--- src/rtl/uart_pkg.sv ---
// -----------------------------------------------------------------------------
// uart_pkg
// Shared UART timing constants and the receiver state encoding. tx_uart and
// uart_rx both import this package, so both ends of a loopback agree on
// the bit period.
//   FREQ : system clock frequency in Hz
//   BAUD : line bit rate
//   CLKS : clocks per bit (FREQ/BAUD = 234)
//   HALF : clocks from the start-bit edge to the mid-bit sample (117)
// -----------------------------------------------------------------------------
package uart_pkg;

   localparam int FREQ = 27_000_000;
   localparam int BAUD = 115_200;
   localparam int CLKS = FREQ / BAUD;
   localparam int HALF = CLKS / 2;

   typedef enum logic [2:0] {
      IDLE,
      START,
      DATA,
      PARITY,
      STOP,
      BREAK
   } rx_state_t;

   // Truncate an integer clock count to the width of the bit-period counter.
   function automatic logic [7:0] cnt8(input int value);
      return value[7:0];
   endfunction

endpackage

--- src/rtl/uart_sync.sv ---
// -----------------------------------------------------------------------------
// uart_sync
// Two-flop synchronizer for asynchronous inputs, one independent chain per
// bit. The flops reset to RST_VAL, so an idle-high serial line never shows a
// false start bit coming out of reset.
// Ports:
//   clk : destination clock
//   rst : synchronous, active-high reset
//   d   : asynchronous input(s)
//   q   : synchronized output(s), two clocks behind d
// -----------------------------------------------------------------------------
module uart_sync #(
   parameter int               WIDTH   = 1,
   parameter logic [WIDTH-1:0] RST_VAL = '1
) (
   input  logic             clk,
   input  logic             rst,
   input  logic [WIDTH-1:0] d,
   output logic [WIDTH-1:0] q
);

   for (genvar gi = 0; gi < WIDTH; gi++) begin : g_bit
      logic meta_reg;
      logic sync_reg;

      always_ff @(posedge clk) begin
         if (rst) begin
            meta_reg <= RST_VAL[gi];
            sync_reg <= RST_VAL[gi];
         end else begin
            meta_reg <= d[gi];
            sync_reg <= meta_reg;
         end
      end

      assign q[gi] = sync_reg;
   end

endmodule

--- src/rtl/uart_rx.sv ---
// -----------------------------------------------------------------------------
// uart_rx
// UART receiver for 8N1 frames (LSB first) with a one-entry valid/ready
// holding register. The stop bit (and the parity bit when enabled) is
// sampled mid-bit; the byte is delivered on the same edge that samples a
// good stop bit.
// Build option: define UART_RX_PARITY_EN for 8E1 frames (even parity),
// which adds the PARITY state and the parity_err output.
// Ports:
//   clk        : system clock, rising edge
//   rst        : synchronous, active-high reset
//   rx         : asynchronous serial line, idle high
//   data       : received byte
//   valid      : data holds an unread byte
//   ready      : consumer accepts data when valid && ready
//   frame_err  : one-cycle pulse, stop bit sampled 0
//   overrun    : one-cycle pulse, completed byte dropped (register full)
//   parity_err : one-cycle pulse, parity mismatch (UART_RX_PARITY_EN only)
// -----------------------------------------------------------------------------
module uart_rx
   import uart_pkg::*;
(
   input  logic       clk,
   input  logic       rst,
   input  logic       rx,
   output logic [7:0] data,
   output logic       valid,
   input  logic       ready,
   output logic       frame_err,
   output logic       overrun
`ifdef UART_RX_PARITY_EN
   ,
   output logic       parity_err
`endif
);

   localparam logic [7:0] CNT_HALF = cnt8(HALF - 1);
   localparam logic [7:0] CNT_LAST = cnt8(CLKS - 1);

   logic rxs;

   rx_state_t  state_reg,   state_next;
   logic [7:0] clk_cnt_reg, clk_cnt_next;
   logic [3:0] bit_cnt_reg, bit_cnt_next;
   logic [7:0] shreg_reg,   shreg_next;

   logic stop_good;
   logic stop_bad;
   logic deliver;

   logic [7:0] data_reg;
   logic       valid_reg;
   logic       frame_err_reg;
   logic       overrun_reg;

`ifdef UART_RX_PARITY_EN
   logic par_bad_reg, par_bad_next;
   logic parity_err_reg;
`endif

   uart_sync #(
      .WIDTH   (1),
      .RST_VAL (1'b1)
   ) u_sync (
      .clk (clk),
      .rst (rst),
      .d   (rx),
      .q   (rxs)
   );

   // -------------------------------------------------------------------------
   // Frame FSM: state register
   // -------------------------------------------------------------------------
   always_ff @(posedge clk) begin
      if (rst) begin
         state_reg   <= IDLE;
         clk_cnt_reg <= '0;
         bit_cnt_reg <= '0;
         shreg_reg   <= '0;
`ifdef UART_RX_PARITY_EN
         par_bad_reg <= 1'b0;
`endif
      end else begin
         state_reg   <= state_next;
         clk_cnt_reg <= clk_cnt_next;
         bit_cnt_reg <= bit_cnt_next;
         shreg_reg   <= shreg_next;
`ifdef UART_RX_PARITY_EN
         par_bad_reg <= par_bad_next;
`endif
      end
   end

   // -------------------------------------------------------------------------
   // Frame FSM: next state. clk_cnt restarts from 0 at every state change and
   // at every bit boundary inside DATA.
   // -------------------------------------------------------------------------
   always_comb begin
      state_next   = state_reg;
      clk_cnt_next = clk_cnt_reg + 8'd1;
      bit_cnt_next = bit_cnt_reg;
      shreg_next   = shreg_reg;
      stop_good    = 1'b0;
      stop_bad     = 1'b0;
`ifdef UART_RX_PARITY_EN
      par_bad_next = par_bad_reg;
`endif

      case (state_reg)
         IDLE: begin
            clk_cnt_next = '0;
            bit_cnt_next = '0;
            if (!rxs) begin
               state_next = START;
            end
         end

         START: begin
            // Re-check the line mid start bit so short glitches are ignored.
            if (clk_cnt_reg == CNT_HALF) begin
               clk_cnt_next = '0;
               state_next   = rxs ? IDLE : DATA;
            end
         end

         DATA: begin
            if (clk_cnt_reg == CNT_LAST) begin
               clk_cnt_next = '0;
               shreg_next   = {rxs, shreg_reg[7:1]};
               bit_cnt_next = bit_cnt_reg + 4'd1;
               if (bit_cnt_reg == 4'd7) begin
`ifdef UART_RX_PARITY_EN
                  state_next = PARITY;
`else
                  state_next = STOP;
`endif
               end
            end
         end

`ifdef UART_RX_PARITY_EN
         PARITY: begin
            if (clk_cnt_reg == CNT_LAST) begin
               clk_cnt_next = '0;
               par_bad_next = ^{rxs, shreg_reg};
               state_next   = STOP;
            end
         end
`endif

         STOP: begin
            if (clk_cnt_reg == CNT_LAST) begin
               clk_cnt_next = '0;
               if (rxs) begin
                  stop_good  = 1'b1;
                  state_next = IDLE;
               end else begin
                  stop_bad   = 1'b1;
                  state_next = BREAK;
               end
            end
         end

         BREAK: begin
            // A line held low after a bad stop bit must not look like a
            // fresh start bit; wait for it to return high first.
            clk_cnt_next = '0;
            if (rxs) begin
               state_next = IDLE;
            end
         end

         default: begin
            clk_cnt_next = '0;
            state_next   = IDLE;
         end
      endcase
   end

`ifdef UART_RX_PARITY_EN
   assign deliver = stop_good && !par_bad_reg;
`else
   assign deliver = stop_good;
`endif

   // -------------------------------------------------------------------------
   // Holding register and status pulses. A delivery coinciding with a
   // handshake replaces the old byte without dropping valid.
   // -------------------------------------------------------------------------
   always_ff @(posedge clk) begin
      if (rst) begin
         data_reg       <= '0;
         valid_reg      <= 1'b0;
         frame_err_reg  <= 1'b0;
         overrun_reg    <= 1'b0;
`ifdef UART_RX_PARITY_EN
         parity_err_reg <= 1'b0;
`endif
      end else begin
         frame_err_reg  <= stop_bad;
         overrun_reg    <= 1'b0;
`ifdef UART_RX_PARITY_EN
         parity_err_reg <= stop_good && par_bad_reg;
`endif
         if (deliver) begin
            if (!valid_reg || ready) begin
               data_reg  <= shreg_reg;
               valid_reg <= 1'b1;
            end else begin
               overrun_reg <= 1'b1;
            end
         end else if (valid_reg && ready) begin
            valid_reg <= 1'b0;
         end
      end
   end

   assign data      = data_reg;
   assign valid     = valid_reg;
   assign frame_err = frame_err_reg;
   assign overrun   = overrun_reg;
`ifdef UART_RX_PARITY_EN
   assign parity_err = parity_err_reg;
`endif

endmodule

--- config.mk ---
export PLATFORM = sky130hd
export DESIGN_NAME = uart_rx
export DESIGN_NICKNAME = d
export VERILOG_FILES = /design/src/rtl/uart_pkg.sv /design/src/rtl/uart_sync.sv /design/src/rtl/uart_rx.sv
export SDC_FILE = /design/constraint.sdc
export NUM_CORES = 1
export LEC_CHECK = 0
export BUFFER_PORTS_ARGS = -buffer_cell sky130_fd_sc_hd__buf_2
export CAP_MARGIN = 20
export CORE_AREA = 8 8 67 92
export CTS_CLUSTER_DIAMETER = 200
export CTS_CLUSTER_SIZE = 8
export DETAILED_ROUTE_END_ITERATION = 7
export DIE_AREA = 0 0 75 100
export PLACE_DENSITY_LB_ADDON = 0.1
export SKIP_LAST_GASP = 1
export SLEW_MARGIN = 25
export SYNTH_ARGS = -nofsm -noshare
export SYNTH_HDL_FRONTEND = slang
export SYNTH_SLANG_ARGS = --single-unit
export TNS_END_PERCENT = 100
--- constraint.sdc ---
create_clock -name clk -period 3.3 [get_ports clk]
set_clock_uncertainty 0.1 [all_clocks]
set_input_delay 0.33 -clock clk [delete_from_list [all_inputs] [get_ports clk]]
set_output_delay 0.33 -clock clk [all_outputs]
set_load 0.01 [all_outputs]
==> impl_summary.md <==
Logic synthesis
The count of flip-flops with a built-in enable after synthesis is 0. In this run the cell area of the synthesized design comes to 0.00162 mm². A synthesized cell averages 9.90 µm². Of the synthesized area, sequential elements account for 0.444. The cell accounting for the most synthesized area is sky130_fd_sc_hd__dfxtp_1.

The most repeated cell in the gate-level netlist after synthesis is sky130_fd_sc_hd__dfxtp_1. The net count after synthesis is 172. In the post-synthesis netlist, the biggest area contributors are sky130_fd_sc_hd__dfxtp_1 44%, sky130_fd_sc_hd__mux2i_1 9.9%, sky130_fd_sc_hd__nor2_1 6.9%. The share of flip-flops with an asynchronous set or reset is 0. During synthesis, Yosys emitted a total of 0 warnings. The gate count of the mapped netlist is 164. The flop and latch count out of synthesis is 36.

Sorting the synthesized cells by how often they occur yields 36 x sky130_fd_sc_hd__dfxtp_1, 30 x sky130_fd_sc_hd__nor2_1, 16 x sky130_fd_sc_hd__mux2i_1, 8 x sky130_fd_sc_hd__inv_1, 6 x sky130_fd_sc_hd__a21oi_1. In this run, distinct cell masters in the synthesized netlist total 41. The share of the synthesized area in the top cell type is 0.444. The predominant post-synthesis flop cell is sky130_fd_sc_hd__dfxtp_1.

Flow run
The max-cap check violation count is 0.

STA
The setup TNS is 0 ns. The max-slew violation count was 0. The final count of hold timing violations is 0. Setup repair after global routing left no endpoint under its margin. Measured against its own limit, the worst slew margin works out to 0.645. Dividing the final minimum period by the clock period gives 0.609. The maximum achievable frequency is 0.498 GHz. The setup violation total in the final timing report is 0.

The actual slew at the worst max-slew pin is 0.526 ns. On the final layout, the worst hold slack is 0.137 ns. The routed design could run at a clock period as short as 2.01 ns.

Floorplan
The core area is 0.00477 mm². For this configuration, the core starts out at a cell density of 0.340. The die extent in y is 100 µm. The number of core rows is 30.

The total I/O pin count is 15. The overall die width is 75 µm. The area of the die is 0.00750 mm².

Critical path
The element type at the critical path end is a flip-flop. The total stage count of the critical path is 5. STA classifies the critical path startpoint as a flip-flop. The number of buffers and inverters on the critical path is 0. The largest fanout on the critical path is 8.

The critical path is of the reg2reg type. The cell family contributing the most delay on the critical path is compound AO/OA/AOI/OAI gates. For the worst setup path, the data arrival time is 2.05 ns.

Counting cells, the worst reg-to-reg path comes to 5. The maximum cell stage delay along the critical path is 0.53 ns. The critical path goes through ha_1 > and3b_1 > a211oi_4 > o311ai_0 > o41ai_2. At the worst endpoint, the required time is 3.34 ns.

The worst-path cell with the longest stage delay is sky130_fd_sc_hd__o311ai_0.

Pwr
IR analysis of the VDD net gives a maximum drop of 0.000282 V. Dividing total power by cell area gives a power density of 462 mW/mm². For this design the static power due to leakage is 0.650 nW.

CTS
The clock sink count is 36. Gates resized during post-CTS repair numbered 0. After clock tree synthesis, the clock-pin slew on the worst setup and hold paths is 0.07 ns. Counting along the longest clock path gives a buffer depth of 2.

Clock tree synthesis inserted a total of 5 buffers. The clock tree from TritonCTS is built. The clock insertion delay at the later pin of the skew report is 0.28 ns. CTS built an H-tree with a depth of 2. The number of setup buffers added after CTS is 0. The number of hold buffers added after cts is 0. The clock root buffer master is sky130_fd_sc_hd__clkbuf_8.

GRT
The total routing usage reported by global routing is 0.0914. The initial antenna violation count is 0. The via count of the first global-routing pass is 1176.

The first global-routing pass estimated 5260 µm of wire. The pin count of the biggest net entering global routing is 30. After global routing the overflow that remains totals 0.

Routing
The final routed wire length divided by cell count is 12.8 µm. The post-route DRC violation count is 0. Across all layers, the routed design uses 1160 vias. Using the TritonRoute via totals, the vias-per-cell ratio works out to 4.81. The aggregate routed wire length is 3090 µm.

Before antenna repair, the detailed router went through 4 iterations. After the first detailed-routing iteration, the DRC count stood at 81. The count of antenna-violating nets left after detailed routing is 0.

Final layout
Of the cells placed in the final design, the portion with a size suffix greater than 1 is 0.209. The layout net count is 184. The number of inserted diodes is 0.

Compared with the post-synthesis result, the final layout area differs by 12.5%. After filler insertion, the fill cell instance count of the layout stands at 521.

Worst hold path
In this run the worst hold path is classified as in2reg. The worst hold path passes through 2 cells.

Placement
Detailed placement ended at an HPWL of 2200 µm. In this run the tool buffered the top-level ports with 14 buffer cells. The routability congestion estimate from global placement is 0.803.

Run status
The run finished with clean final reports.
-- report_power, final --
group | total (W) | internal [W] | leakage, nW | switching, W
clock network | 0.000380 | 0.000223 | 0.0541 | 0.000157
registers | 0.000440 | 0.000436 | 0.290 | 0.00000378
logic | 0.0000231 | 0.00000849 | 0.306 | 0.0000146
total | 0.000843 | 0.000668 | 0.650 | 0.000175
-- stage by stage --
| stage | total power, W | setup slack [ns] | utilization | instance area (µm²) | cells |
|---|---|---|---|---|---|
| floorplan | 0.000468 | 1.54 | - | 1620 | 164 |
| global placement | 0.000472 | 1.40 | 0.360 | 1710 | 233 |
| detailed placement | 0.000473 | 1.30 | 0.360 | 1710 | 233 |
| finish | 0.000843 | 1.29 | 0.383 | 1830 | 241 |
| CTS | 0.000859 | 1.29 | 0.383 | 1830 | 241 |
| global route | 0.000887 | 1.17 | 0.383 | 1830 | 241 |
-- cell type report --
| class | instances | area, µm² | share of cell area |
|---|---|---|---|
| Clock buffer | 5 | 68.8 | 0.0377 |
| Clock inverter | 3 | 42.5 | 0.0233 |
| Inverter | 8 | 30.0 | 0.0164 |
| Multi-Input combinational cell | 111 | 813 | 0.446 |
| Sequential cell | 36 | 721 | 0.395 |
| Tap cell | 64 | 80.1 | 0.0439 |
| Timing Repair Buffer | 14 | 70.1 | 0.0384 |
-- cells by family (layout without fill, tap and decap cells) --
logic type               after synthesis  in the layout  share of synthesized area
AO/OA/AOI/OAI                         22             22                      0.120
buffers and inverters                 17             30                     0.0547
flip-flops                            36             36                      0.444
AND/OR/NAND/NOR                       62             62                      0.209
adder cells (fa/ha/maj)                4              4                     0.0308
XOR/XNOR                               7              7                     0.0424
multiplexers                          16             16                     0.0987
-- worst reg2reg max path, cell delays in order (launching register included) --
cell	delay, ns
sky130_fd_sc_hd__dfxtp_1	0.42
sky130_fd_sc_hd__ha_1	0.17
sky130_fd_sc_hd__and3b_1	0.37
sky130_fd_sc_hd__a211oi_4	0.14
sky130_fd_sc_hd__o311ai_0	0.53
sky130_fd_sc_hd__o41ai_2	0.15
-- cells in the final DEF, fill, tap and decap left out, types with 2 or more instances in the layout --
cell type | Yosys | final
sky130_fd_sc_hd__ha_1 | 4 | 4
sky130_fd_sc_hd__xnor2_1 | 4 | 4
sky130_fd_sc_hd__clkbuf_8 | 0 | 5
sky130_fd_sc_hd__nor4_1 | 2 | 2
sky130_fd_sc_hd__nand4_1 | 2 | 2
sky130_fd_sc_hd__and4b_1 | 2 | 2
sky130_fd_sc_hd__nand3_1 | 5 | 5
sky130_fd_sc_hd__and3_1 | 2 | 2
sky130_fd_sc_hd__dfxtp_1 | 36 | 36
sky130_fd_sc_hd__inv_1 | 8 | 8
sky130_fd_sc_hd__or3b_1 | 2 | 2
sky130_fd_sc_hd__xor2_1 | 2 | 2
sky130_fd_sc_hd__o41ai_2 | 2 | 2
sky130_fd_sc_hd__or2_2 | 3 | 3
sky130_fd_sc_hd__buf_2 | 2 | 14
sky130_fd_sc_hd__o21ai_0 | 4 | 4
sky130_fd_sc_hd__a21oi_1 | 6 | 6
sky130_fd_sc_hd__mux2i_1 | 16 | 16
sky130_fd_sc_hd__nor2_1 | 30 | 30
sky130_fd_sc_hd__and4_2 | 2 | 2
sky130_fd_sc_hd__nand2_1 | 3 | 3
sky130_fd_sc_hd__o311ai_0 | 2 | 2
sky130_fd_sc_hd__nand2b_1 | 2 | 2
-- worst paths after layout --
path | slack, ns | start | end
hold reg to reg | 0.31 | u_sync.g_bit[0].meta_reg | u_sync.q
hold / removal | 0.14 | rx | u_sync.g_bit[0].meta_reg
setup / recovery | 1.29 | clk_cnt_reg[0] | state_reg[1]
setup reg to reg | 1.29 | clk_cnt_reg[0] | state_reg[1]
-- layer usage --
layer / track usage / vias to the layer above / share of wire / wire length (µm)
li1: - / 597 / - / -
met1: 0.101 / 538 / 0.44 / 1370
met2: 0.149 / 20 / 0.49 / 1520
met3: 0.0299 / 5 / 0.044 / 137
met4: 0.0470 / 0 / 0.021 / 65
met5: 0 / - / 0 / 0
(Power assumes the default switching activity.)
